### src/rtl/rom_burst_reader.sv
// Synchronous ROM (mem[i] = i*STEP mod 2**DATA_W) with single and
// auto-incrementing burst reads, a req/busy handshake and valid/last tagging.
module rom_burst_reader #(
  parameter int DATA_W  = 4,
  parameter int ADDR_W  = 2,
  parameter int STEP    = 5,
  parameter int REG_OUT = 0
) (
  input  logic              clk,
  input  logic              rst_n,
  input  logic              i_en,
  input  logic              i_req,
  input  logic [ADDR_W-1:0] i_addr,
  input  logic [ADDR_W:0]   i_len,
  output logic              o_busy,
  output logic              o_req_drop,
  output logic              o_valid,
  output logic              o_last,
  output logic [DATA_W-1:0] o_data_out
);

  typedef enum logic [0:0] {
    ST_IDLE  = 1'b0,
    ST_BURST = 1'b1
  } state_t;

  localparam logic [ADDR_W:0]   LEN_ZERO = (ADDR_W+1)'(0);
  localparam logic [ADDR_W:0]   LEN_ONE  = (ADDR_W+1)'(1);
  localparam logic [ADDR_W-1:0] ADDR_ONE = ADDR_W'(1);
  localparam logic [DATA_W-1:0] DATA_ZERO = DATA_W'(0);

  // Truncating both factors first gives the same result as (i*STEP) mod 2**DATA_W.
  function automatic logic [DATA_W-1:0] rom_word(input logic [ADDR_W-1:0] idx);
    return DATA_W'(idx) * DATA_W'(STEP);
  endfunction

  state_t            r_state;
  logic [ADDR_W:0]   r_rem;
  logic [ADDR_W-1:0] r_cur;
  logic              r_req_drop;

  logic              w_accept;
  logic              w_issue;
  logic              w_issue_last;
  logic [ADDR_W-1:0] w_issue_addr;

  logic              r_s1_valid;
  logic              r_s1_last;
  logic [DATA_W-1:0] r_s1_data;

  // Issue decode: which beat (if any) is launched into the pipeline this edge.
  always_comb begin
    w_accept     = 1'b0;
    w_issue      = 1'b0;
    w_issue_last = 1'b0;
    w_issue_addr = ADDR_W'(0);
    case (r_state)
      ST_IDLE: begin
        if (i_req && i_en && (i_len != LEN_ZERO)) begin
          w_accept     = 1'b1;
          w_issue      = 1'b1;
          w_issue_last = (i_len == LEN_ONE);
          w_issue_addr = i_addr;
        end else begin
          w_accept = 1'b0;
        end
      end
      ST_BURST: begin
        if (i_en) begin
          w_issue      = 1'b1;
          w_issue_last = (r_rem == LEN_ONE);
          w_issue_addr = r_cur;
        end else begin
          w_issue = 1'b0;
        end
      end
      default: begin
        w_issue = 1'b0;
      end
    endcase
  end

  // Burst control FSM: remaining-beat count, next address and drop flag.
  always_ff @(posedge clk or negedge rst_n) begin
    if (!rst_n) begin
      r_state    <= ST_IDLE;
      r_rem      <= LEN_ZERO;
      r_cur      <= ADDR_W'(0);
      r_req_drop <= 1'b0;
    end else begin
      r_req_drop <= i_req && (r_state == ST_BURST);
      case (r_state)
        ST_IDLE: begin
          if (w_accept) begin
            r_rem   <= i_len - LEN_ONE;
            r_cur   <= i_addr + ADDR_ONE;
            r_state <= (i_len == LEN_ONE) ? ST_IDLE : ST_BURST;
          end
        end
        ST_BURST: begin
          // en=0 stalls: rem and cur simply hold.
          if (i_en) begin
            r_rem <= r_rem - LEN_ONE;
            r_cur <= r_cur + ADDR_ONE;
            if (r_rem == LEN_ONE) begin
              r_state <= ST_IDLE;
            end
          end
        end
        default: begin
          r_state <= ST_IDLE;
          r_rem   <= LEN_ZERO;
        end
      endcase
    end
  end

  // ROM read stage; data is forced to zero whenever no beat is issued.
  always_ff @(posedge clk or negedge rst_n) begin
    if (!rst_n) begin
      r_s1_valid <= 1'b0;
      r_s1_last  <= 1'b0;
      r_s1_data  <= DATA_ZERO;
    end else begin
      r_s1_valid <= w_issue;
      r_s1_last  <= w_issue && w_issue_last;
      r_s1_data  <= w_issue ? rom_word(w_issue_addr) : DATA_ZERO;
    end
  end

  generate
    if (REG_OUT != 0) begin : g_reg_out
      logic              r_s2_valid;
      logic              r_s2_last;
      logic [DATA_W-1:0] r_s2_data;

      // Optional output register: one extra cycle of latency.
      always_ff @(posedge clk or negedge rst_n) begin
        if (!rst_n) begin
          r_s2_valid <= 1'b0;
          r_s2_last  <= 1'b0;
          r_s2_data  <= DATA_ZERO;
        end else begin
          r_s2_valid <= r_s1_valid;
          r_s2_last  <= r_s1_last;
          r_s2_data  <= r_s1_data;
        end
      end

      assign o_valid    = r_s2_valid;
      assign o_last     = r_s2_last;
      assign o_data_out = r_s2_data;
    end else begin : g_no_reg_out
      assign o_valid    = r_s1_valid;
      assign o_last     = r_s1_last;
      assign o_data_out = r_s1_data;
    end
  endgenerate

  assign o_busy     = (r_state == ST_BURST);
  assign o_req_drop = r_req_drop;

endmodule

### config.mk
export PLATFORM = sky130hd
export DESIGN_NAME = rom_burst_reader
export DESIGN_NICKNAME = d
export VERILOG_FILES = /design/src/rtl/rom_burst_reader.sv
export SDC_FILE = /design/constraint.sdc
export NUM_CORES = 1
export LEC_CHECK = 0
export CORE_MARGIN = 10
export CORE_UTILIZATION = 42
export DETAILED_ROUTE_END_ITERATION = 7
export PLACE_DENSITY = 0.76
export RECOVER_POWER = 50
export SLEW_MARGIN = 10
export SYNTH_ARGS = -nofsm -noshare
export SYNTH_HDL_FRONTEND = slang
export SYNTH_SLANG_ARGS = --single-unit
export TNS_END_PERCENT = 100
### constraint.sdc
create_clock -name clk -period 1.1 [get_ports clk]
set_input_delay 0.165 -clock clk [delete_from_list [all_inputs] [get_ports clk]]
set_output_delay 0.165 -clock clk [all_outputs]
set_load 0.02 [all_outputs]
==> impl_metrics.yaml <==
clock_tree:
  cts_buffer_depth: 2
  root_buffer: "clkbuf_4"
  clock-sinks: 11
  ctsHtreeMaxLevel: 1
  clk_pin_slew_ns: 0.07
  cts_buffers: 3
  cts_tree: "built"
  insertion_delay_ns: 0.27
routing:
  first_pass_iters: 3
  first_iter_violations: 6
  wirelength_um: 1590
  viasPerCell: 5.08
  drcViolationCount: 0
  via_count: 544
  antenna_left: 0
  routedWlPerCell_um: 14.8
grt:
  grt_pass1_vias: 559
  grt_use_met1_pct: 8.65
  grt_use_met3_pct: 4.66
  overflow: 0
  track_usage_pct: 8.86
  grt_max_degree: 14
  grt-busiest-layer: "met2"
  antenna_found_initial: 0
  grt_first_pass_wirelength_um: 2430
  grtUsageMet2_pct: 15.6
place:
  dp_hpwl_um: 1160
  routabilityCongestion: 0.728
  placed_cell_area_um2: 908
  dp_slack_ns: -0.614
  portBuffers: 16
critical_path:
  critPathLaunchType: "flip-flop"
  reg2reg_to: "o_last"
  crit_arrival_ns: 1.35
  crit_type: "flip-flop to flip-flop"
  crit_chain: "buf_12 > o21ai_4 > buf_6 > and2b_2"
  reg2reg_from: "o_busy"
  path_max_fanout: 13
  crit_required_ns: 1.27
  critPathSlowestCell: "dfrtp_2"
  critPathCaptureType: "flip-flop"
  rrSetupSlack_ns: -0.08
  critPathMaxStageDelay_ns: 0.42
  ff2ff_path_depth: 4
pwr:
  power_density_mw_per_mm2: 2240
  power.internal_mw: 1.40
  p_leak_nw: 0.478
  combinationalPowerShare_pct: 56.6
  switching_share_pct: 37.7
  power.switching_mw: 0.845
  vdd_drop_max_mv: 1.46
  seqPwrFrac_pct: 31.1
  clkPwrFrac_pct: 12.3
job:
  cap_viol_max_count: 0
logic_synthesis:
  synth.most_common_cell: "dfrtp_1"
  synthFlopType: "dfrtp_1"
  syn-cell-area_um2: 672
  synth_area_leaders: "dfrtp_1 41%, ha_1 9.3%, inv_1 4.5%, nand2b_1 3.7%, buf_4 3.4%"
  synthesis.nets: 77
  yosys_warnings: 0
  synth_edf_count: 0
  avgSynthCellArea_um2: 10.7
  ys_types: 26
  yosysSeqAreaShare_pct: 41.0
  yosysTopAreaCell: "dfrtp_1"
  synth.top_cell.area_share_pct: 41.0
  synth-async-reset-ratio_pct: 100
  ys_ff_latch: 11
  synth.top_cells.by_count: "11 x dfrtp_1, 8 x inv_1, 5 x ha_1"
  syn_inst: 63
die:
  ioPinCount: 17
  die_height_um: 60.0
  start_util_pct: 44.6
  die-width_um: 60.0
  core_area_mm2: 0.00151
  dieArea_mm2: 0.00360
  fp-row-count: 14
sta:
  max_freq_ghz: 0.847
  tightest_slew_ns: 0.562
  finalClockSkew_ns: 0.000410
  relSlewSlack_pct: 62.5
  tns_ns: -0.257
  layout_setup_ws_ns: -0.0804
  setup_viol: 5
  period_minus_slack_ns: 1.18
  hold_viol: 0
  finalMaxSlewViolations: 0
  finalCritPeriodShare_pct: 107
  rsz0062_at_grt: "yes"
status:
  status: "complete, but fails checks"
  violations: "setup timing"
finish:
  syn_to_final_growth_pct: 49.0
  nNetsFinal: 106
  diodes: 0
  final_util_pct: 66.4
  drive_gt1_share_pct: 50.5
  fin_area_mm2: 0.00100
min_path:
  holdCritStartpoint: "i_len[0]"
  hold_class: "input pin to flip-flop"
  min_to: "r_rem[0]"
  min_path_cells: 4
-- layer usage --
layer	vias to the layer above	share of wire [%]
met5	-	0
met4	0	1.1
met3	2	7.3
met2	12	54
met1	262	37
li1	268	-
-- cell usage in the layout (no fill, tap or decap), types with 3 or more instances in the layout --
cell	count
dfrtp_1	10
buf_4	7
inv_2	6
clkdlybuf4s50_1	4
clkbuf_2	4
clkdlybuf4s15_2	4
buf_6	4
nand2_1	3
nand3_1	3
ha_4	3
clkbuf_4	3
-- worst max path at each step --
stage	endpoint	cells past startpoint	slack [ns]	startpoint
finish	o_last	4	-0.08	o_busy
global route	r_rem[2]	5	-0.16	r_rem[0]
CTS	o_last	4	-0.09	o_busy
detailed placement	o_last	8	-0.61	i_len[1]
global placement	o_last	8	-0.60	i_len[0]
floorplan	r_cur[0]	3	-0.11	o_busy
-- power groups by stage --
stage	registers, mW	clock network [mW]	logic, mW
3_3_place_gp	0.674	0	1.02
5_1_grt	0.710	0.297	1.39
4_1_cts	0.684	0.288	1.07
3_5_place_dp	0.684	0	1.04
2_1_floorplan	0.735	0	0.639
6_report	0.696	0.276	1.27
-- per-stage QoR --
step | hold WS (ns) | power (mW) | cells
after floorplan | -0.131 | 1.37 | 63
after global placement | 0.473 | 1.69 | 98
after detailed placement | 0.479 | 1.73 | 98
after CTS | 0.183 | 2.05 | 105
after global routing | 0.372 | 2.40 | 107
final | 0.318 | 2.24 | 107
-- flip-flops by register name, indices dropped and copies added, names as in the netlist --
name and flops:
r_cur 2, o_busy 1, o_req_drop 1, o_valid 1, r_rem 3, o_data_out 2, o_last 1
-- critical path: cells and delay by family, from the launching register on --
kind | cells | cell delay (ns)
AOI/OAI and AO/OA | 1 | 0.15
buffers and inverters | 2 | 0.29
DFF | 1 | 0.42
and+or+nand+nor | 1 | 0.21
-- cell families after synthesis --
group	count (synthesis)	share of synthesized area (%)
xor+xnor	1	1.30
buf+inv	13	11.2
simple gates	16	15.3
compound gates	13	15.1
fa+ha+maj	5	9.31
flops	11	41.0
mux	4	6.89
-- cell type report --
cell class / instances / area [um2]
Fill cell: 121 / 505
Sequential cell: 11 / 277
Clock buffer: 4 / 26.3
Inverter: 8 / 32.5
Tap cell: 16 / 20.0
Multi-Input combinational cell: 39 / 390
Timing Repair Buffer: 29 / 255
-- what timing repair did --
item / in CTS / in global routing
endpoints found under the hold margin: 0 / 0
pin swaps: 3 / 5
gates resized for setup: 35 / 17
setup buffers: 3 / 2
hold buffers: 0 / 0
endpoints found under the setup margin: 18 / 13
Power figures use the tool's default switching activity.
